===== src/rtl/wb_write_arbiter_if.sv =====
// Register-file write-port bundle for wb_write_arbiter.
//   Request side : wb_valid/wb_reg/wb_data (pipeline writeback),
//                  lu_valid/lu_ready/lu_reg/lu_data (long-latency results),
//                  issue_valid/issue_reg (long-latency op issued).
//   Status side  : busy_vec (pending-destination scoreboard), fifo_count.
//   Write side   : RegWrite/writeReg/writeData (registered, sampled by the
//                  register file on the falling edge).
// Handshake: a long-latency result transfers on a rising edge where
// lu_valid && lu_ready; lu_valid may be raised independently of lu_ready,
// and lu_ready never depends on lu_valid. The pipeline writeback has no
// ready: it is always accepted.
// Modports: master = result producers / hazard unit; slave = the arbiter.
interface wb_write_arbiter_if #(
  parameter int DEPTH = 4,
  parameter int AW    = 5,
  parameter int DW    = 32
);
  logic                    wb_valid;
  logic [AW-1:0]           wb_reg;
  logic [DW-1:0]           wb_data;
  logic                    lu_valid;
  logic                    lu_ready;
  logic [AW-1:0]           lu_reg;
  logic [DW-1:0]           lu_data;
  logic                    issue_valid;
  logic [AW-1:0]           issue_reg;
  logic [2**AW-1:0]        busy_vec;
  logic [$clog2(DEPTH):0]  fifo_count;
  logic                    RegWrite;
  logic [AW-1:0]           writeReg;
  logic [DW-1:0]           writeData;

  modport slave (
    input  wb_valid, wb_reg, wb_data,
    input  lu_valid, lu_reg, lu_data,
    input  issue_valid, issue_reg,
    output lu_ready, busy_vec, fifo_count,
    output RegWrite, writeReg, writeData
  );

  modport master (
    output wb_valid, wb_reg, wb_data,
    output lu_valid, lu_reg, lu_data,
    output issue_valid, issue_reg,
    input  lu_ready, busy_vec, fifo_count,
    input  RegWrite, writeReg, writeData
  );
endinterface


===== src/rtl/wb_write_arbiter.sv =====
// wb_write_arbiter: drives the single register-file write port.
// Pipeline writebacks have strict priority; long-latency results wait in a
// DEPTH-entry FIFO and drain into idle writeback slots. A busy scoreboard
// marks destinations of issued long-latency ops until their result retires.
// Ports:
//   clk - rising-edge clock
//   rst - synchronous, active-high reset (also forces lu_ready low)
//   bus - wb_write_arbiter_if.slave (request, status and write signals)
module wb_write_arbiter #(
  parameter int DEPTH = 4,
  parameter int AW    = 5,
  parameter int DW    = 32
) (
  input  logic                clk,
  input  logic                rst,
  wb_write_arbiter_if.slave   bus
);
  localparam int PW = $clog2(DEPTH);
  localparam int CW = PW + 1;
  localparam int NR = 2**AW;
  localparam logic [CW-1:0] FULL_COUNT = CW'(DEPTH);

  // FIFO storage (no reset needed: validity is tracked by count_q)
  logic [AW-1:0] reg_mem_q  [DEPTH];
  logic [DW-1:0] data_mem_q [DEPTH];

  logic [PW-1:0] wr_ptr_q, wr_ptr_d;
  logic [PW-1:0] rd_ptr_q, rd_ptr_d;
  logic [CW-1:0] count_q,  count_d;
  logic [NR-1:0] busy_q,   busy_d;
  logic          reg_write_q,  reg_write_d;
  logic [AW-1:0] write_reg_q,  write_reg_d;
  logic [DW-1:0] write_data_q, write_data_d;

  logic          lu_ready;
  logic          push;
  logic          pop;
  logic          wb_take;
  logic [AW-1:0] head_reg;
  logic [DW-1:0] head_data;

  // Full is judged on the registered count, so a pop in the same cycle
  // does not open a slot for a push.
  assign lu_ready  = !rst && (count_q < FULL_COUNT);
  assign push      = bus.lu_valid && lu_ready;
  // A writeback to reg 0 is dropped and leaves the slot free for the FIFO.
  assign wb_take   = bus.wb_valid && (bus.wb_reg != '0);
  // Using the registered count means an entry pushed into an empty FIFO
  // cannot be popped on the same edge (no bypass).
  assign pop       = !wb_take && (count_q != '0);
  assign head_reg  = reg_mem_q[rd_ptr_q];
  assign head_data = data_mem_q[rd_ptr_q];

  always_comb begin
    wr_ptr_d = wr_ptr_q;
    rd_ptr_d = rd_ptr_q;
    count_d  = count_q;
    if (push) wr_ptr_d = wr_ptr_q + PW'(1);
    if (pop)  rd_ptr_d = rd_ptr_q + PW'(1);
    case ({push, pop})
      2'b10:   count_d = count_q + CW'(1);
      2'b01:   count_d = count_q - CW'(1);
      default: count_d = count_q;
    endcase
  end

  always_comb begin
    reg_write_d  = 1'b0;
    write_reg_d  = write_reg_q;
    write_data_d = write_data_q;
    if (wb_take) begin
      reg_write_d  = 1'b1;
      write_reg_d  = bus.wb_reg;
      write_data_d = bus.wb_data;
    end else if (pop) begin
      // A reg-0 head still retires, just without a write strobe.
      reg_write_d  = (head_reg != '0);
      write_reg_d  = head_reg;
      write_data_d = head_data;
    end
  end

  // Clear first, then set, so an issue colliding with a retirement to the
  // same register keeps it busy.
  always_comb begin
    busy_d = busy_q;
    if (pop && (head_reg != '0)) busy_d[head_reg] = 1'b0;
    if (bus.issue_valid && (bus.issue_reg != '0)) busy_d[bus.issue_reg] = 1'b1;
    busy_d[0] = 1'b0;
  end

  always_ff @(posedge clk) begin
    if (rst) begin
      wr_ptr_q     <= '0;
      rd_ptr_q     <= '0;
      count_q      <= '0;
      busy_q       <= '0;
      reg_write_q  <= 1'b0;
      write_reg_q  <= '0;
      write_data_q <= '0;
    end else begin
      wr_ptr_q     <= wr_ptr_d;
      rd_ptr_q     <= rd_ptr_d;
      count_q      <= count_d;
      busy_q       <= busy_d;
      reg_write_q  <= reg_write_d;
      write_reg_q  <= write_reg_d;
      write_data_q <= write_data_d;
    end
  end

  always_ff @(posedge clk) begin
    if (push) begin
      reg_mem_q[wr_ptr_q]  <= bus.lu_reg;
      data_mem_q[wr_ptr_q] <= bus.lu_data;
    end
  end

  assign bus.lu_ready   = lu_ready;
  assign bus.fifo_count = count_q;
  assign bus.busy_vec   = busy_q;
  assign bus.RegWrite   = reg_write_q;
  assign bus.writeReg   = write_reg_q;
  assign bus.writeData  = write_data_q;
endmodule


===== src/flat_wrapper.sv =====
// flat-port wrapper written by rule: the top's interface ports become plain ports
module wb_write_arbiter_flat 
#(
  parameter int DEPTH = 4,
  parameter int AW    = 5,
  parameter int DW    = 32
)
  (clk, rst, bus_wb_valid, bus_wb_reg, bus_wb_data, bus_lu_valid, bus_lu_reg, bus_lu_data, bus_issue_valid, bus_issue_reg, bus_lu_ready, bus_busy_vec, bus_fifo_count, bus_RegWrite, bus_writeReg, bus_writeData);
  wb_write_arbiter_if #(.DEPTH(DEPTH), .AW(AW), .DW(DW)) bus_i ();
  input  logic clk;
  input  logic rst;
  input wire logic [$bits(bus_i.wb_valid)-1:0] bus_wb_valid;
  input wire logic [$bits(bus_i.wb_reg)-1:0] bus_wb_reg;
  input wire logic [$bits(bus_i.wb_data)-1:0] bus_wb_data;
  input wire logic [$bits(bus_i.lu_valid)-1:0] bus_lu_valid;
  input wire logic [$bits(bus_i.lu_reg)-1:0] bus_lu_reg;
  input wire logic [$bits(bus_i.lu_data)-1:0] bus_lu_data;
  input wire logic [$bits(bus_i.issue_valid)-1:0] bus_issue_valid;
  input wire logic [$bits(bus_i.issue_reg)-1:0] bus_issue_reg;
  output wire logic [$bits(bus_i.lu_ready)-1:0] bus_lu_ready;
  output wire logic [$bits(bus_i.busy_vec)-1:0] bus_busy_vec;
  output wire logic [$bits(bus_i.fifo_count)-1:0] bus_fifo_count;
  output wire logic [$bits(bus_i.RegWrite)-1:0] bus_RegWrite;
  output wire logic [$bits(bus_i.writeReg)-1:0] bus_writeReg;
  output wire logic [$bits(bus_i.writeData)-1:0] bus_writeData;
  assign bus_i.wb_valid = bus_wb_valid;
  assign bus_i.wb_reg = bus_wb_reg;
  assign bus_i.wb_data = bus_wb_data;
  assign bus_i.lu_valid = bus_lu_valid;
  assign bus_i.lu_reg = bus_lu_reg;
  assign bus_i.lu_data = bus_lu_data;
  assign bus_i.issue_valid = bus_issue_valid;
  assign bus_i.issue_reg = bus_issue_reg;
  assign bus_lu_ready = bus_i.lu_ready;
  assign bus_busy_vec = bus_i.busy_vec;
  assign bus_fifo_count = bus_i.fifo_count;
  assign bus_RegWrite = bus_i.RegWrite;
  assign bus_writeReg = bus_i.writeReg;
  assign bus_writeData = bus_i.writeData;
  wb_write_arbiter #(.DEPTH(DEPTH), .AW(AW), .DW(DW)) u_core (.clk(clk), .rst(rst), .bus(bus_i));
endmodule

===== config.mk =====
export PLATFORM = sky130hd
export DESIGN_NAME = wb_write_arbiter_flat
export DESIGN_NICKNAME = d
export VERILOG_FILES = /design/src/rtl/wb_write_arbiter_if.sv /design/src/rtl/wb_write_arbiter.sv /design/src/flat_wrapper.sv
export SDC_FILE = /design/constraint.sdc
export NUM_CORES = 1
export LEC_CHECK = 0
export CAP_MARGIN = 40
export CORE_ASPECT_RATIO = 1.4
export CORE_UTILIZATION = 57
export CTS_CLUSTER_DIAMETER = 150
export CTS_CLUSTER_SIZE = 8
export DETAILED_ROUTE_END_ITERATION = 10
export PLACE_DENSITY = 0.85
export SYNTH_ARGS = -nofsm -noshare
export SYNTH_HDL_FRONTEND = slang
export SYNTH_SLANG_ARGS = --single-unit

===== constraint.sdc =====
create_clock -name clk -period 4.55 [get_ports clk]
set_input_delay 0.91 -clock clk [delete_from_list [all_inputs] [get_ports clk]]
set_output_delay 0.91 -clock clk [all_outputs]
set_load 0.005 [all_outputs]

# Yosys cells after proc, flatten, opt, wreduce, memory -nomap -nowiden
# Memory sizes are Yosys's and may differ from the RTL's. A register that Yosys moved wholly into a read port is not among the register bits.
# Index checks and enable logic that the tools add are counted.
dict set report word_totals {
  input_bits 84
  output_inout_bits 74
  regBits 77
  memories 2
  ram_bits 148
  word_cells 59
}
# memory words word_bits read_ports rd_ports_with_merged_regs write_ports line
set memory_table {}
lappend memory_table {u_core.data_mem_q 4 32 1 1 1 wb_write_arbiter.sv:25} ;# logic [DW-1:0] data_mem_q [DEPTH];
lappend memory_table {u_core.reg_mem_q 4 5 1 1 1 wb_write_arbiter.sv:24} ;# logic [AW-1:0] reg_mem_q [DEPTH];
dict set report classes {
  n_mux 19
  order_cmp 5
  eq_ne 2
  bitwise 3
  n_addsub 4
  n_reduce_logical 16
}
# op n
set ops {}
lappend ops {{$mux W32} 4}
lappend ops {{$and A32 B32 Y32} 1}
lappend ops {{$not A32 Y32} 1}
lappend ops {{$or A32 B32 Y32} 1}
lappend ops {{$reduce_bool A5 Y1} 3}
lappend ops {{$lt A5 B6 Y1 const B} 2}
lappend ops {{$demux W1 S5} 2}
lappend ops {{$ge A5 B1 Y1 const B} 2}
lappend ops {{$mux W5} 2}
lappend ops {{$logic_and A1 B1 Y1} 8}
lappend ops {{$mux W2} 4}
lappend ops {{$mux W1} 6}
lappend ops {{$pmux W3 S2} 1}
lappend ops {{$add A2 B1 Y2 const B} 2}
lappend ops {{$reduce_bool A2 Y1} 2}
lappend ops {{$add A3 B1 Y3 const B} 1}
lappend ops {{$lt A3 B3 Y1 const B} 1}
lappend ops {{$reduce_bool A3 Y1} 1}
lappend ops {{$sub A3 B1 Y3 const B} 1}
lappend ops {{$eq A2 B1 Y1 const B} 1}
lappend ops {{$eq A2 B2 Y1 const B} 1}
lappend ops {{$logic_not A1 Y1} 2}

# Logic depth before layout (Yosys ltp)
dict set report depth {
  word_depth 9
  ltp_mapped 10
  mapped_depth_nobuf 9
}

# Least setup slack after synthesis
# Ideal clock, no wire load.
dict set report synth_path {
  kind {input to register}
  startpoint {input bus_wb_reg[1]}
  endpoint {register u_core.count_q[2], in the netlist u_core.bus.fifo_count[2]}
  setup_ps 71
  slack_ps 1739
  t_arrival_ps 2741
  n_path_buf 0
  required_ps 4479
  path_stages 9
  cell_sequence {o31ai_1 -> nand3_4 -> inv_2 -> ha_1 -> inv_1 -> fa_1 -> xor2_1 -> or3_1 -> a21oi_1}
}
dict set report synth_between {
  elab_chain_len 6
  word_cells_on_any_way 8
  cone_classes {eq/ne (2); mux (1); reduce/logical (5)}
}
# element line
set synth_rtl {}
lappend synth_rtl {{start, declared} flat_wrapper.sv:13} ;# input wire logic [$bits(bus_i.wb_reg)-1:0] bus_wb_reg;
lappend synth_rtl {{$reduce_bool A5 Y1 (*)} wb_write_arbiter.sv:47} ;# assign wb_take = bus.wb_valid && (bus.wb_reg != '0);
lappend synth_rtl {{$logic_and A1 B1 Y1 (*)} wb_write_arbiter.sv:47}
lappend synth_rtl {{$logic_not A1 Y1 (*)} wb_write_arbiter.sv:50} ;# assign pop = !wb_take && (count_q != '0);
lappend synth_rtl {{$logic_and A1 B1 Y1 (*)} wb_write_arbiter.sv:50}
lappend synth_rtl {{named net u_core.pop} wb_write_arbiter.sv:37} ;# logic pop;
lappend synth_rtl {{$eq A2 B1 Y1 or $eq A2 B2 Y1 (tied branches)} wb_write_arbiter.sv:60} ;# case ({push, pop})
lappend synth_rtl {{$pmux W3 S2 or $reduce_bool A2 Y1 (tied branches)} -}
lappend synth_rtl {{end signal, assigned} wb_write_arbiter.sv:104} ;# count_q <= count_d;
lappend synth_rtl {{end, declared} wb_write_arbiter.sv:29} ;# logic [CW-1:0] count_q, count_d;
# The timed path passes the listed nets; every way through them passes the cells marked *.
# A chain may end at the register's enable or synchronous reset.

# Final worst setup path
# Same ends and word-level chain as after synthesis.

==> out/qor.txt <==
====================================================================================
Critical Path Max Stage Delay                                                0.53 ns
Hold Vio Cnt, Final                                                                0
Beginning of the worst hold path                                        u_core.bus.writeData[21]
Share of async-settable or async-resettable flops after synthesis                 0%
Post-Route WL                                                           22600 microns
Worst Setup Path Type                                                   primary input to register
Slowest CP cell                                                         sky130_fd_sc_hd__o31ai_1
Static Leak                                                                  3.83 nW
Final non-filler cell area                                               11700 sq um
Slew Limit Fails                                                                   0
Number of detailed-routing iterations run before antenna repair                    6
Register share of total power                                                  42.4%
Worst slew margin relative to its limit                                        40.7%
Final core occ                                                                 77.2%
Unrepaired setup endpoints after global routing                                false
Number of standard cells in the final layout excluding fillers                  1010
Worst Hold End                                                          u_core.bus.writeData[21]
Detail Route Antenna Nets                                                          0
Via Count                                                                       6344
Switch Pwr                                                                   1.42 mW
Number of sinks on the clock net                                                 226
Max-capacitance violation count                                                    0
Prevailing post-synth register cell                                     sky130_fd_sc_hd__edfxtp_1
Standard cell area after detailed placement                              10800 sq um
Number of buffers between clock root and the deepest sink                          3
Worst-case vdd ir drop                                                        383 uV
Critical Path RT                                                             4.95 ns
Flop-to-flop setup slack                                                     1.94 ns
Total setup violations reported at the end of the flow                             0
Number of standard-cell rows in the floorplan                                     53
DP Worst Slack                                                               1.07 ns
Number of global-route vias before repair                                       6566
DRC errors left                                                                    0
Capturing element type of the critical path                                 register
Fraction of layout cells with a size suffix above 1                            13.1%
Comb pwr share                                                                 17.3%
Launching element type of the critical path                             primary input
Synthesized area divided by synthesized cell count                        14.1 sq um
Buffers inserted by post-CTS timing repair                                         0
Register area share after synthesis                                            67.0%
Count of buffering cells on the critical path with inverters included              3
Max Fclk                                                                     328 MHz
Total gr overflow                                                                  0
Wire length of the first global-routing pass                            35000 microns
Crit Reg-Reg Startpoint                                                 u_core.bus.fifo_count[0]
Worst r2r dst                                                           u_core.bus.fifo_count[2]
Cts-stage hold buffer count                                                        0
Area added between synthesis and finish                                        30.9%
Die X                                                                    108 microns
Number of instances in the placed design                                         953
Iter 0 DRT Violations                                                            528
CP cell instances                                                       clkdlybuf4s50_1 > o31ai_1 > nand3_4 > inv_2 > ha_1 > inv_1 > fa_1 > xor2_1 > or3_1 > a21oi_1
Height of the chip                                                       150 microns
Min-delay worst type                                                    register to register
Run status                                                                 completed
Synth Instances                                                                  634
Post-synth EDFFs                                                                 148
Area of the die                                                          16200 sq um
Clock root buffer                                                       sky130_fd_sc_hd__clkbuf_16
Initial standard-cell utilization of the core                                  59.0%
Clock tree from TritonCTS                                                        yes
# port buffers                                                                   156
Deepest level of the CTS H-tree                                                    2
Half-perimeter wire length of the detailed placement result             14100 microns
Synth cell types                                                                  50
Pwr/cell area                                                            476 nW/um^2
Max Fanout on Critical Path                                                        7
Post-Synthesis Cell Area                                                  8960 sq um
Ratio of final minimum period to clock period                                  67.0%
Cts bufs inserted                                                                 34
Relative contribution of the clock network to total power                      40.3%
Final clock skew                                                           0.0126 ns
Pin count of the biggest net entering global routing                              78
Final RePlAce weighted congestion                                              0.922
Combined global-route utilization of all metal layers                          28.8%
Detail-routed net length per standard cell                              22.4 microns
Synth Register Bits                                                              226
Least-Margin Pin Slew                                                       0.890 ns
R2R cell count                                                                     9
Number of resized instances in the post-cts repair step                            0
Crit-path leading delay family                                          compound AO/OA/AOI/OAI gates
Antenna cell count                                                                 0
Final net count                                                                  887
I/O pin cnt                                                                      158
Cell depth of the worst min-delay path                                             2
CTS clock-pin slew for the worst setup and hold paths                        0.05 ns
Clock latency of the later-clocked register in the worst-skew pair           0.48 ns
Data arrival time at the worst-slack endpoint                                3.44 ns
Pint                                                                         4.15 mW
Final critical path time including I/O delays and setup                      3.05 ns
Worst Slack Setup Final                                                      1.50 ns
Avg Vias per Cell                                                               6.28
Antenna violations before repair                                                   0
Setup total negative slack                                                      0 ns
Total number of yosys warnings                                                     0
Net Count, Synth                                                                 724
Switching share of power                                                       25.5%
Core box area                                                            15200 sq um
====================================================================================
## placed cells by master, fill, tap and decap left out, types with 2 or more instances in the layout
cell type and n:
sky130_fd_sc_hd__a32oi_1 2, sky130_fd_sc_hd__dfxtp_2 2, sky130_fd_sc_hd__and3_2 4, sky130_fd_sc_hd__o41ai_2 4, sky130_fd_sc_hd__nand4_1 2, sky130_fd_sc_hd__a211oi_1 6
sky130_fd_sc_hd__nor2_1 82, sky130_fd_sc_hd__nor2b_1 4, sky130_fd_sc_hd__xor2_1 2, sky130_fd_sc_hd__buf_12 5, sky130_fd_sc_hd__inv_1 6, sky130_fd_sc_hd__nand3_1 2
sky130_fd_sc_hd__ha_1 5, sky130_fd_sc_hd__nor3_1 7, sky130_fd_sc_hd__a21oi_1 26, sky130_fd_sc_hd__buf_2 2, sky130_fd_sc_hd__a21boi_0 7, sky130_fd_sc_hd__o31ai_1 2
sky130_fd_sc_hd__a311oi_1 57, sky130_fd_sc_hd__or3_1 4, sky130_fd_sc_hd__o21ai_0 2, sky130_fd_sc_hd__nand2_1 73, sky130_fd_sc_hd__buf_4 6, sky130_fd_sc_hd__dfxtp_1 76
sky130_fd_sc_hd__edfxtp_1 148, sky130_fd_sc_hd__nor3b_2 2, sky130_fd_sc_hd__xnor2_1 3, sky130_fd_sc_hd__nor4_1 3, sky130_fd_sc_hd__clkbuf_16 35, sky130_fd_sc_hd__mux4_2 37
sky130_fd_sc_hd__clkbuf_1 20, sky130_fd_sc_hd__clkdlybuf4s50_1 155, sky130_fd_sc_hd__nand2b_1 4
## power by group through the flow
stage | clock network (mW) | registers (mW) | logic [mW]
2_1_floorplan | 0 | 2.39 | 0.529
3_5_place_dp | 0 | 2.40 | 0.951
3_3_place_gp | 0 | 2.42 | 0.848
4_1_cts | 2.28 | 2.36 | 0.969
6_report | 2.25 | 2.36 | 0.967
5_1_grt | 2.36 | 2.37 | 1.04
## worst max path at each step
stage	startpoint	end	cells after the start
final	bus_wb_reg[1]	u_core.bus.fifo_count[2]	10
after global routing	bus_wb_reg[1]	u_core.bus.fifo_count[2]	10
after CTS	bus_wb_reg[1]	u_core.bus.fifo_count[2]	10
after detailed placement	bus_wb_reg[1]	u_core.bus.fifo_count[2]	10
after global placement	bus_wb_reg[1]	u_core.bus.fifo_count[2]	10
after floorplan	bus_wb_reg[1]	u_core.bus.fifo_count[2]	9
## cell usage after synthesis, types with 3 or more instances
master	instances	area share, %
sky130_fd_sc_hd__a211oi_1	6	0.50
sky130_fd_sc_hd__a21boi_0	7	0.59
sky130_fd_sc_hd__a21oi_1	26	1.5
sky130_fd_sc_hd__a311oi_1	57	5.6
sky130_fd_sc_hd__and3_1	5	0.35
sky130_fd_sc_hd__buf_2	12	0.67
sky130_fd_sc_hd__buf_4	4	0.34
sky130_fd_sc_hd__clkbuf_1	23	0.96
sky130_fd_sc_hd__dfxtp_1	78	17
sky130_fd_sc_hd__edfxtp_1	148	50
sky130_fd_sc_hd__ha_1	5	0.70
sky130_fd_sc_hd__inv_1	6	0.25
sky130_fd_sc_hd__mux4_2	37	9.3
sky130_fd_sc_hd__nand2_1	73	3.1
sky130_fd_sc_hd__nand2b_1	4	0.28
sky130_fd_sc_hd__nor2_1	82	3.4
sky130_fd_sc_hd__nor2b_1	4	0.28
sky130_fd_sc_hd__nor3_1	7	0.39
sky130_fd_sc_hd__nor4_1	3	0.21
sky130_fd_sc_hd__o41ai_2	4	0.73
sky130_fd_sc_hd__or3_1	5	0.35
sky130_fd_sc_hd__xnor2_1	3	0.29
## cell type report
type / count / area [sq um]
clock inverter: 2 / 17.5
fill: 864 / 3460
timing repair buffer: 169 / 1730
sequential: 226 / 6010
tap: 192 / 240
inverter: 8 / 30.0
multi-input combinational: 358 / 2750
clock buffer: 55 / 951
## state kept, by name (all words and copies together), names as in the netlist, named ones only
signal / cells
u_core.bus.writeData: 32
u_core.rd_ptr_q: 2
u_core.bus.fifo_count: 3
u_core.wr_ptr_q: 2
u_core.reg_mem_q: 20
u_core.data_mem_q: 128
u_core.bus.busy_vec: 31
u_core.bus.RegWrite: 1
u_core.bus.writeReg: 5
## per-layer routing
layer / track usage, % / vias up / part of all wire, %
met5: 0 / - / 0
met4: 17.2 / 0 / 4.7
met3: 5.41 / 88 / 7.4
met2: 49.3 / 390 / 52
met1: 33.4 / 3097 / 36
li1: - / 2769 / -
## cell families after synthesis
kind of cell / share of synthesized area [%]
adders and majority gates: 0.922
and+or+nand+nor: 10.1
DFF: 67.0
xor gates and xnor gates: 0.489
buffers and inverters: 2.53
muxes: 9.30
other: 0.0419
AOI/OAI and AO/OA: 9.54
## through the flow
step	hold WS, ns	total power [mW]
6_report	0.482	5.58
5_1_grt	0.507	5.77
4_1_cts	0.481	5.61
3_5_place_dp	0.469	3.35
3_3_place_gp	0.470	3.27
2_1_floorplan	0.456	2.92
## worst min-delay path, cell delays in order (launching register included)
cell and delay [ns]:
sky130_fd_sc_hd__dfxtp_1 0.30, sky130_fd_sc_hd__nand2_1 0.05, sky130_fd_sc_hd__a311oi_1 0.08
(Power assumes the default switching activity.)
